==> src/rtl/tiny_cpu_pkg.sv <==
// Shared definitions for the tiny CPU: opcodes, PC width, loader states.
// Instruction format is {opcode[2:0], operand[4:0]}.
package tiny_cpu_pkg;

    localparam int PC_W = 5;

    localparam logic [2:0] OP_NOP = 3'd0;
    localparam logic [2:0] OP_LDI = 3'd1;
    localparam logic [2:0] OP_LDA = 3'd2;
    localparam logic [2:0] OP_STA = 3'd3;
    localparam logic [2:0] OP_ADD = 3'd4;
    localparam logic [2:0] OP_JMP = 3'd5;
    localparam logic [2:0] OP_BEQ = 3'd6;
    localparam logic [2:0] OP_BNE = 3'd7;

    typedef enum logic [1:0] {
        LD_IDLE  = 2'd0,
        LD_ARM   = 2'd1,
        LD_SHIFT = 2'd2,
        LD_WRITE = 2'd3
    } loader_state_t;

    function automatic logic [7:0] instr(
        input logic [2:0]      op,
        input logic [PC_W-1:0] arg
    );
        return {op, arg};
    endfunction

endpackage

==> src/rtl/tiny_cpu_sync_edge.sv <==
// Pin synchronizer (STAGES flops) plus one history flop for edge pulses.
// Ports: clk, reset_n, d (async pin), q (synced level), rise/fall (1-clk pulses).
module tiny_cpu_sync_edge #(
    parameter int STAGES = 2
) (
    input  logic clk,
    input  logic reset_n,
    input  logic d,
    output logic q,
    output logic rise,
    output logic fall
);

    logic [STAGES-1:0] chain;
    logic              prev;

    always_ff @(posedge clk or negedge reset_n) begin
        if (!reset_n) begin
            chain <= '0;
            prev  <= 1'b0;
        end else begin
            chain <= {chain[STAGES-2:0], d};
            prev  <= chain[STAGES-1];
        end
    end

    assign q    = chain[STAGES-1];
    assign rise = q & ~prev;
    assign fall = ~q & prev;

endmodule

==> src/rtl/tiny_cpu_prog_loader.sv <==
// Serially loaded 32x8 program RAM with ROM-style combinational fetch port.
// Ports: serial pins (ser_clk/ser_dat/load_en), fetch_addr->fetch_data, status outputs.
module tiny_cpu_prog_loader
    import tiny_cpu_pkg::*;
#(
    parameter int DEPTH       = 32,
    parameter int AW          = PC_W,
    parameter int DW          = 8,
    parameter int SYNC_STAGES = 2
) (
    input  logic          clk,
    input  logic          reset_n,
    input  logic          ser_clk,
    input  logic          ser_dat,
    input  logic          load_en,
    input  logic [AW-1:0] fetch_addr,
    output logic [DW-1:0] fetch_data,
    output logic          cpu_hold,
    output logic          load_done,
    output logic          overflow,
    output logic [AW:0]   byte_count
);

    localparam int BW = $clog2(DW) + 1;

    logic sc_s, sc_rise, sc_fall;
    logic sd_s, sd_rise, sd_fall;
    logic ld_s, ld_rise, ld_fall;

    tiny_cpu_sync_edge #(.STAGES(SYNC_STAGES)) u_sync_sc (
        .clk(clk), .reset_n(reset_n), .d(ser_clk),
        .q(sc_s), .rise(sc_rise), .fall(sc_fall)
    );

    tiny_cpu_sync_edge #(.STAGES(SYNC_STAGES)) u_sync_sd (
        .clk(clk), .reset_n(reset_n), .d(ser_dat),
        .q(sd_s), .rise(sd_rise), .fall(sd_fall)
    );

    tiny_cpu_sync_edge #(.STAGES(SYNC_STAGES)) u_sync_ld (
        .clk(clk), .reset_n(reset_n), .d(load_en),
        .q(ld_s), .rise(ld_rise), .fall(ld_fall)
    );

    logic unused_sync;
    assign unused_sync = ^{sc_s, sc_fall, sd_rise, sd_fall, ld_fall};

    loader_state_t   state;
    logic [DW-1:0]   mem [DEPTH];
    logic [DW-1:0]   shreg;
    logic [BW-1:0]   bit_cnt;

    assign fetch_data = mem[fetch_addr];

    // The session end is taken from the synced level rather than the fall
    // pulse, so a fall that lands during WRITE is still honoured one cycle later.
    always_ff @(posedge clk or negedge reset_n) begin
        if (!reset_n) begin
            state      <= LD_IDLE;
            cpu_hold   <= 1'b0;
            load_done  <= 1'b0;
            overflow   <= 1'b0;
            byte_count <= '0;
            shreg      <= '0;
            bit_cnt    <= '0;
            for (int i = 0; i < DEPTH; i++) mem[i] <= '0;
        end else begin
            unique case (state)
                LD_IDLE: begin
                    if (ld_rise) begin
                        state      <= LD_ARM;
                        cpu_hold   <= 1'b1;
                        byte_count <= '0;
                        bit_cnt    <= '0;
                        overflow   <= 1'b0;
                        load_done  <= 1'b0;
                    end
                end
                LD_ARM: begin
                    if (!ld_s) begin
                        state     <= LD_IDLE;
                        cpu_hold  <= 1'b0;
                        load_done <= (byte_count != '0);
                    end else begin
                        state <= LD_SHIFT;
                    end
                end
                LD_SHIFT: begin
                    if (!ld_s) begin
                        state     <= LD_IDLE;
                        cpu_hold  <= 1'b0;
                        bit_cnt   <= '0;
                        load_done <= (byte_count != '0);
                    end else if (sc_rise) begin
                        shreg   <= {shreg[DW-2:0], sd_s};
                        bit_cnt <= bit_cnt + 1'b1;
                        if (bit_cnt == BW'(DW - 1)) state <= LD_WRITE;
                    end
                end
                LD_WRITE: begin
                    if (byte_count < (AW+1)'(DEPTH)) begin
                        mem[byte_count[AW-1:0]] <= shreg;
                        byte_count <= byte_count + 1'b1;
                    end else begin
                        overflow <= 1'b1;
                    end
                    bit_cnt <= '0;
                    state   <= LD_SHIFT;
                end
                default: state <= LD_IDLE;
            endcase
        end
    end

endmodule

==> config.mk <==
export PLATFORM = sky130hd
export DESIGN_NAME = tiny_cpu_prog_loader
export DESIGN_NICKNAME = d
export VERILOG_FILES = /design/src/rtl/tiny_cpu_pkg.sv /design/src/rtl/tiny_cpu_sync_edge.sv /design/src/rtl/tiny_cpu_prog_loader.sv
export SDC_FILE = /design/constraint.sdc
export NUM_CORES = 1
export LEC_CHECK = 0
export CORE_ASPECT_RATIO = 0.6
export CORE_MARGIN = 4
export CORE_UTILIZATION = 51
export DETAILED_ROUTE_END_ITERATION = 16
export GPL_TIMING_DRIVEN = 0
export PLACE_DENSITY = 0.7
export SYNTH_ARGS = -nofsm -noshare
export SYNTH_HDL_FRONTEND = slang
export SYNTH_HIERARCHICAL = 1
export SYNTH_SLANG_ARGS = --single-unit
==> constraint.sdc <==
create_clock -name clk -period 5.9 [get_ports clk]
set_input_delay 0.59 -clock clk [delete_from_list [all_inputs] [get_ports clk]]
set_output_delay 0.59 -clock clk [all_outputs]
set_load 0.05 [all_outputs]
# Yosys cells after proc, flatten, opt, wreduce, memory -nomap -nowiden

Index checks and enable logic that the tools add are counted.

Word-level logic and storage cells: 107
Input port bits: 10
Register bits after elaboration: 287

Muxes and demuxes: 27
Order comparisons: 4
Reduce and logical (&&, ||, !) cells: 14
Add/sub/neg operators: 2
Equality and inequality tests: 10
Bitwise gates (word level): 6

Operators with widths:

| cell                  | count |
|---|---|
| $bwmux W256           | 1 |
| $bmux W8 S5           | 1 |
| $demux W8 S5          | 1 |
| $mux W8               | 3 |
| $reduce_and A3 Y1     | 6 |
| $ge A6 B6 Y1 const B  | 2 |
| $mux W4               | 3 |
| $mux W6               | 2 |
| $not A5 Y6            | 2 |
| $pmux W4 S3           | 1 |
| $pmux W6 S2           | 1 |
| $mux W2               | 5 |
| $ne A2 B2 Y1 const B  | 4 |
| $pmux W2 S4           | 1 |
| $add A6 B1 Y6 const B | 1 |
| $lt A6 B1 Y1 const B  | 1 |
| $lt A6 B6 Y1 const B  | 1 |
| $ne A3 B3 Y1 const B  | 2 |
| $pmux W1 S2           | 3 |
| $reduce_bool A6 Y1    | 1 |
| $mux W1               | 5 |
| $add A4 B1 Y4 const B | 1 |
| $eq A2 B2 Y1 const B  | 2 |
| $eq A4 B3 Y1 const B  | 1 |
| 9 further kinds       | 12 |

# Logic depth before layout (Yosys ltp)

Gate-level depths: netlist of the first run.

Depth in word-level cells: 6
Depth in mapped cells: 8
Depth with buffers taken out: 6

# Cells and area by module

The synthesis of the first run kept the hierarchy.

By module, submodules not included:

| module               | area each (um^2) | cells an instance | times used |
|---|---|---|---|
| tiny_cpu_prog_loader | 12852.3          | 817               | 1 |
| tiny_cpu_sync_edge   | 90.1             | 5                 | 3 |

# Worst setup path before layout of the first run

OpenSTA, ideal clock, no wires.

Path type: in2out
From: in fetch_addr[2]
To: out fetch_data[0]
Stages on the path: 5
Slack: 2.899 ns
Data arrival time: 2.411 ns
Required time: 5.310 ns
Cell sequence: clkbuf_1 clkbuf_1 mux4_2 mux4_2 mux2_2

Word-level cells in the longest chain between the ends: 4

Ends and longest elaborated chain:

| what                                        | RTL line                   | RTL |
|---|---|---|
| start: declaration                          | tiny_cpu_prog_loader.sv:16 | `input logic [AW-1:0] fetch_addr,` |
| $not A5 Y6 (not written as such)            | tiny_cpu_prog_loader.sv:53 | `assign fetch_data = mem[fetch_addr];` |
| $bmux W8 S5                                 | tiny_cpu_prog_loader.sv:53 |  |
| $mux W8 (not written as such) (2 in series) | tiny_cpu_prog_loader.sv:53 |  |
| end: declaration                            | tiny_cpu_prog_loader.sv:17 | `output logic [DW-1:0] fetch_data,` |

Every way passes these cells. The select of a mux whose other input is x is not followed.

# Final worst setup path of the first run

From: in fetch_addr[2]
To: out fetch_data[5]

The elaborated chain is that of the path after synthesis.

==> impl_metrics.csv, run 1 <==
group,metric,value,unit
route,drtAntennaViolNets,0,
timing,fin_crit_sh,76.8,%
floorplan,rows,45,
timing,rsz0062_at_grt,"false",
placement,gp_congestion,0.839,
setup_path,critPathKind,"input pin to output pin",
global_route,track_usage,23.5,%
cells_and_area,layout_common_cells,"287 x dfrtp_1, 273 x mux2_2, 80 x mux4_2, 44 x clkbuf_1, 33 x nand2_1",
logic_synthesis,netlist_area,13100,um2
timing,finalSetupViolCount,0,
power,peakVddDrop,230,uV
hold_path,min_path_type,"register to register",
floorplan,die_area,28300,um2
route,dr.pass1.iters,5,
cts,clock-root-buffer,"clkbuf_16",
floorplan,io_pins,27,
route,num_vias,7510,
cts,cts-htree-levels,1,
setup_path,cpPeakStageDelay,0.78,ns
global_route,grt_pass1_wl,49800,um
global_route,antenna_found_initial,1,
cells_and_area,postLayoutCellArea,14600,um2
cts,clock_sinks,287,
floorplan,core,25200,um2
cts,clock_latency,0.54,ns
setup_path,path_buf_inv,3,
timing,timing.fmax,0.221,GHz
setup_path,cp.arrival,3.94,ns
cts,postCtsSetupRepairBufs,0,
cells_and_area,drive_above_1_share,45.3,%
setup_path,path_cells,"clkbuf_1, buf_1, mux4_2, mux4_2, mux2_2, clkdlybuf4s50_1",
setup_path,end_kind,"output pin",
setup_path,worstSetupStartpointType,"input pin",
route,route.detailed.drc,0,
cells_and_area,final_common_cell,"dfrtp_1",
logic_synthesis,synth_area_per_cell,15.8,um2
cts,clockBufferDepth,3,
route,vias_per_cell,6.12,
setup_path,crit_family,"buffers and inverters",
cts,cts_tree,"built",
global_route,gr-total-overflow,0,
global_route,grt_start_max_net_pins,117,
setup_path,critPathRequiredTime,5.31,ns
cts,path_clk_slew,0.06,ns
floorplan,start_util,51.8,%
logic_synthesis,syn-num-nets,849,
setup_path,slowest_stage,"buf_1",
power,leakage,6.92,nW
outcome,outcome,"completed",
placement,port_buffers,21,
global_route,grt_pass1_vias,7510,
timing,finalHoldViolations,0,
cells_and_area,synthToLayoutAreaGrowth,12.1,%
route,wl,32400,um
power,p_per_area,297,nW/um2
cells_and_area,nNetsFinal,902,
floorplan,dieWidth,215,um
timing,period_needed,4.53,ns
timing,slew_headroom,27.7,%
placement,hpwl,22300,um
floorplan,die_h,132,um
setup_path,critPathMaxFanout,10,
cts,cts_inserted_buffers,27,
timing,postLayoutSetupSlackWorst,1.37,ns
setup_path,path_common_cell,"mux4_2",
flow_run,cap_violations,0,
placement,pre_cts_ws,1.41,ns
timing,worstMarginPinSlew,1.08,ns
route,wire_per_inst,26.4,um
timing,maxSlewViolCount,0,
logic_synthesis,synth_cells,827,
logic_synthesis,synth-warning-count,6,
timing,clock_skew,0.0107,ns
route,first_iter_violations,684,
placement,place_area,13700,um2
[per-stage QoR]
step	power, mW	util (%)	hold slack, ns	TNS, ns	std cells
CTS	4.39	58.0	0.349	0	1225
finish	4.34	58.1	0.349	0	1227
detailed placement	2.61	54.5	0.335	0	1179
floorplan	2.40	-	0.294	0	827
global placement	2.60	54.3	0.337	-2353.15	1177
global route	4.52	58.0	0.373	0	1225
[power by group]
group	switching, mW	leakage (nW)	total [mW]	internal (mW)
clock	0.729	0.434	1.77	1.04
sequential	0.0431	3.98	2.05	2.01
combinational	0.357	2.50	0.523	0.166
total	1.13	6.92	4.34	3.22
[path summary, 6_finish.rpt]
path                                               from                           end  slack, ns  cells past startpoint
max                                       fetch_addr[2]                 fetch_data[5]       1.37                      6
min                        u_sync_ld/chain[0]$_DFF_PN0_  u_sync_ld/chain[1]$_DFF_PN0_       0.35                      0
max reg2reg                        state[1]$_DFFE_PN0P_           mem[56]$_DFFE_PN0P_       3.18                      7
min reg2reg                u_sync_ld/chain[0]$_DFF_PN0_  u_sync_ld/chain[1]$_DFF_PN0_       0.35                      0
max in group asynchronous                       reset_n           mem[23]$_DFFE_PN0P_       4.35                      3
min in group asynchronous                       reset_n        bit_cnt[2]$_DFFE_PN0P_       0.58                      2
[metal layers]
layer | share of wire (%) | track usage [%]
met1 | 49 | 37.0
met4 | 1.8 | 4.25
met5 | 0 | 0
met2 | 42 | 32.5
met3 | 7.7 | 7.46
[cell type report]
class                      count  area [um2]
antenna                        2        5.00
timing repair buffer          24         280
clock inverter                 5         100
buffer                        54         236
tap                          329         412
fill                        1961       10600
multi-input combinational    479        5620
sequential                   287        7180
inverter                       7        26.3
clock buffer                  40         785
[state kept, by name (all words and copies together), names as in the netlist]
signal,flops
u_sync_sd/chain,2
shreg,8
u_sync_sc/chain,2
cpu_hold,1
u_sync_ld/prev,1
mem,256
u_sync_ld/chain,2
load_done,1
bit_cnt,4
byte_count,6
state,2
overflow,1
u_sync_sc/prev,1
[repair_timing]
item | 4_1_cts | 5_1_grt
hold endpoints to repair | 3 | 0
resized for setup | 0 | 0
hold buffers | 1 | 0
(Power assumes the default switching activity.)
==> inputs of run 2 (changes only) <==
--- a/config.mk
+++ b/config.mk
@@ -10,7 +10,7 @@
 export CORE_UTILIZATION = 51
 export DETAILED_ROUTE_END_ITERATION = 16
 export GPL_TIMING_DRIVEN = 0
-export PLACE_DENSITY = 0.7
+export PLACE_DENSITY = 0.73
 export SYNTH_ARGS = -nofsm -noshare
 export SYNTH_HDL_FRONTEND = slang
 export SYNTH_HIERARCHICAL = 1
==> constraint.sdc (replaced) <==
create_clock -name clk -period 3.8 [get_ports clk]
set_input_delay 0.38 -clock clk [delete_from_list [all_inputs] [get_ports clk]]
set_output_delay 0.38 -clock clk [all_outputs]
set_load 0.05 [all_outputs]
==> run 2 against run 1 <==
  * First-iteration DRC count up 15%
  * Clock skew up 0.00056 ns
  * Sequential power up 56%
  * Hold slack worse by 0.083 ns
  * Non-clock buffer count unchanged
  * Die area unchanged
  * Total power up 54%
  * Largest power group unchanged
==> impl_metrics.csv, run 2 (synthesized netlist as in run 1, its figures left out) <==
group,metric,value,unit
setup_path,worstSetupPathDepth,6,
setup_path,slowest_stage,"clkdlybuf4s50_1",
setup_path,rr_worst_depth,7,
outcome,outcome,"completed",
cells_and_area,layout_common_cells,"287 x dfrtp_1, 273 x mux2_2, 80 x mux4_2, 41 x clkbuf_1, 33 x nand2_1",
cts,clock-root-buffer,"clkbuf_16",
cts,path_clk_slew,0.06,ns
setup_path,reg2reg_slack,1.08,ns
setup_path,end_kind,"output pin",
setup_path,critPathRequiredTime,3.42,ns
setup_path,path_common_cell,"mux4_2",
cells_and_area,final_common_cell,"dfrtp_1",
setup_path,critPathLaunch,"fetch_addr[2]",
setup_path,setup.worst_path.end,"fetch_data[3]",
route,dr.pass1.iters,5,
floorplan,core,25200,um2
floorplan,die_area,28300,um2
setup_path,critPathMaxFanout,10,
route,num_vias,7519,
route,met3WireLength,2590,um
floorplan,rows,45,
power,leakage,6.94,nW
setup_path,rr_endpoint,"mem[89]$_DFFE_PN0P_",
global_route,grt_pass1_vias,7740,
route,route.detailed.drc,0,
route,wl_met1,16000,um
timing,finalHoldViolations,0,
timing,clock_skew,0.0112,ns
timing,finalSetupViolCount,0,
global_route,grt_pass1_wl,50200,um
cells_and_area,synthToLayoutAreaGrowth,12.1,%
setup_path,r2r-start,"state[1]$_DFFE_PN0P_",
cts,clock_latency,0.55,ns
timing,timing.fmax,0.272,GHz
timing,fin_crit_sh,96.7,%
timing,slew_headroom,25.1,%
floorplan,io_pins,27,
cts,clock_sinks,287,
flow_run,cap_violations,0,
setup_path,cp.arrival,3.29,ns
route,first_iter_violations,784,
global_route,antenna_found_initial,0,
route,wire_per_inst,26.6,um
cts,cts-htree-levels,1,
cells_and_area,largest_reg_flops,256,
power,p_total,6.70,mW
route,drtAntennaViolNets,0,
route,vias_per_cell,6.12,
power,peakVddDrop,324,uV
cells_and_area,top_regs,"mem: 256 flops, shreg: 8 flops, byte_count: 6 flops",
placement,hpwl,22200,um
route,wl,32600,um
timing,timing.hold.ws,0.266,ns
setup_path,worstSetupStartpointType,"input pin",
floorplan,dieWidth,215,um
setup_path,critPathKind,"input pin to output pin",
route,maxUsedRoutingLayer,"met4",
setup_path,crit_family,"buffers and inverters",
cells_and_area,utilization,58.1,%
global_route,track_usage,23.5,%
timing,rsz0062_at_grt,"false",
cts,cts_inserted_buffers,27,
cells_and_area,diodes,0,
timing,period_needed,3.67,ns
cells_and_area,drive_above_1_share,46.3,%
setup_path,path_buf_inv,3,
cells_and_area,nNetsFinal,902,
floorplan,start_util,51.8,%
hold_path,min_path_type,"input pin to register",
global_route,grt_start_max_net_pins,125,
global_route,gr-total-overflow,0,
floorplan,die_h,132,um
cts,clockBufferDepth,3,
setup_path,path_cells,"clkbuf_1, clkbuf_2, mux4_2, mux4_2, mux2_2, clkdlybuf4s50_1",
setup_path,cpPeakStageDelay,0.70,ns
cts,cts_tree,"built",
timing,maxSlewViolCount,0,
cells_and_area,top_register,"mem",
placement,port_buffers,21,
placement,gp_congestion,0.853,
power,p_per_area,458,nW/um2
timing,worstMarginPinSlew,1.12,ns
route,wl_met2,13600,um
run 2: cell types whose count changed in the layout (fill, tap and decap cells not counted), sizes merged:
| cell | change |
|---|---|
| buf | -2 |
| clkbuf | +3 |
| diode | -2 |
| inv | +1 |
| clkinv | +2 |
| clkinvlp | +1 |
| bufinv | -2 |
run 2: area by class of cell:
type	count	area (um2)
Buffer	54	244
Clock buffer	41	808
Sequential cell	287	7180
Tap cell	329	412
Inverter	7	26.3
Fill cell	1985	10600
Multi-Input combinational cell	479	5620
Timing Repair Buffer	24	280
Clock inverter	7	73.8
run 2: metal layers:
metal	track usage, %	vias up
met5	0	-
met4	3.96	0
met3	7.55	52
met2	32.5	198
met1	37.0	4091
li1	-	3178
run 2: worst min path at each step:
| stage | from | depth (start not counted) | endpoint |
|---|---|---|---|
| detailed placement | u_sync_sd/chain[0]$_DFF_PN0_ | 0 | u_sync_sd/chain[1]$_DFF_PN0_ |
| floorplan | reset_n | 0 | bit_cnt[0]$_DFFE_PN0P_ |
| global route | ser_dat | 1 | u_sync_sd/chain[0]$_DFF_PN0_ |
| CTS | load_en | 1 | u_sync_ld/chain[0]$_DFF_PN0_ |
| finish | load_en | 1 | u_sync_ld/chain[0]$_DFF_PN0_ |
| global placement | u_sync_sd/chain[0]$_DFF_PN0_ | 0 | u_sync_sd/chain[1]$_DFF_PN0_ |
run 2: metrics by stage:
step,setup TNS [ns],instance area [um2],setup slack (ns),cells
final,0,14600,0.127,1228
after global routing,0,14600,0.0561,1228
after CTS,0,14600,0.0266,1228
after detailed placement,-1.14,13700,-0.177,1179
after global placement,-2920.32,13700,-10.21,1177
after floorplan,0,13100,1.22,827
run 2: repair_timing:
action                                 CTS  global route
buffers inserted                         0             0
hold buffers                             1             0
setup endpoints to repair                8             8
resized for setup                        4             2
endpoints found under the hold margin   64             0
run 2: power by group:
part	switching, mW	internal, mW	total (mW)
clock	1.17	1.53	2.71
sequential	0.0685	3.12	3.19
combinational	0.556	0.257	0.813
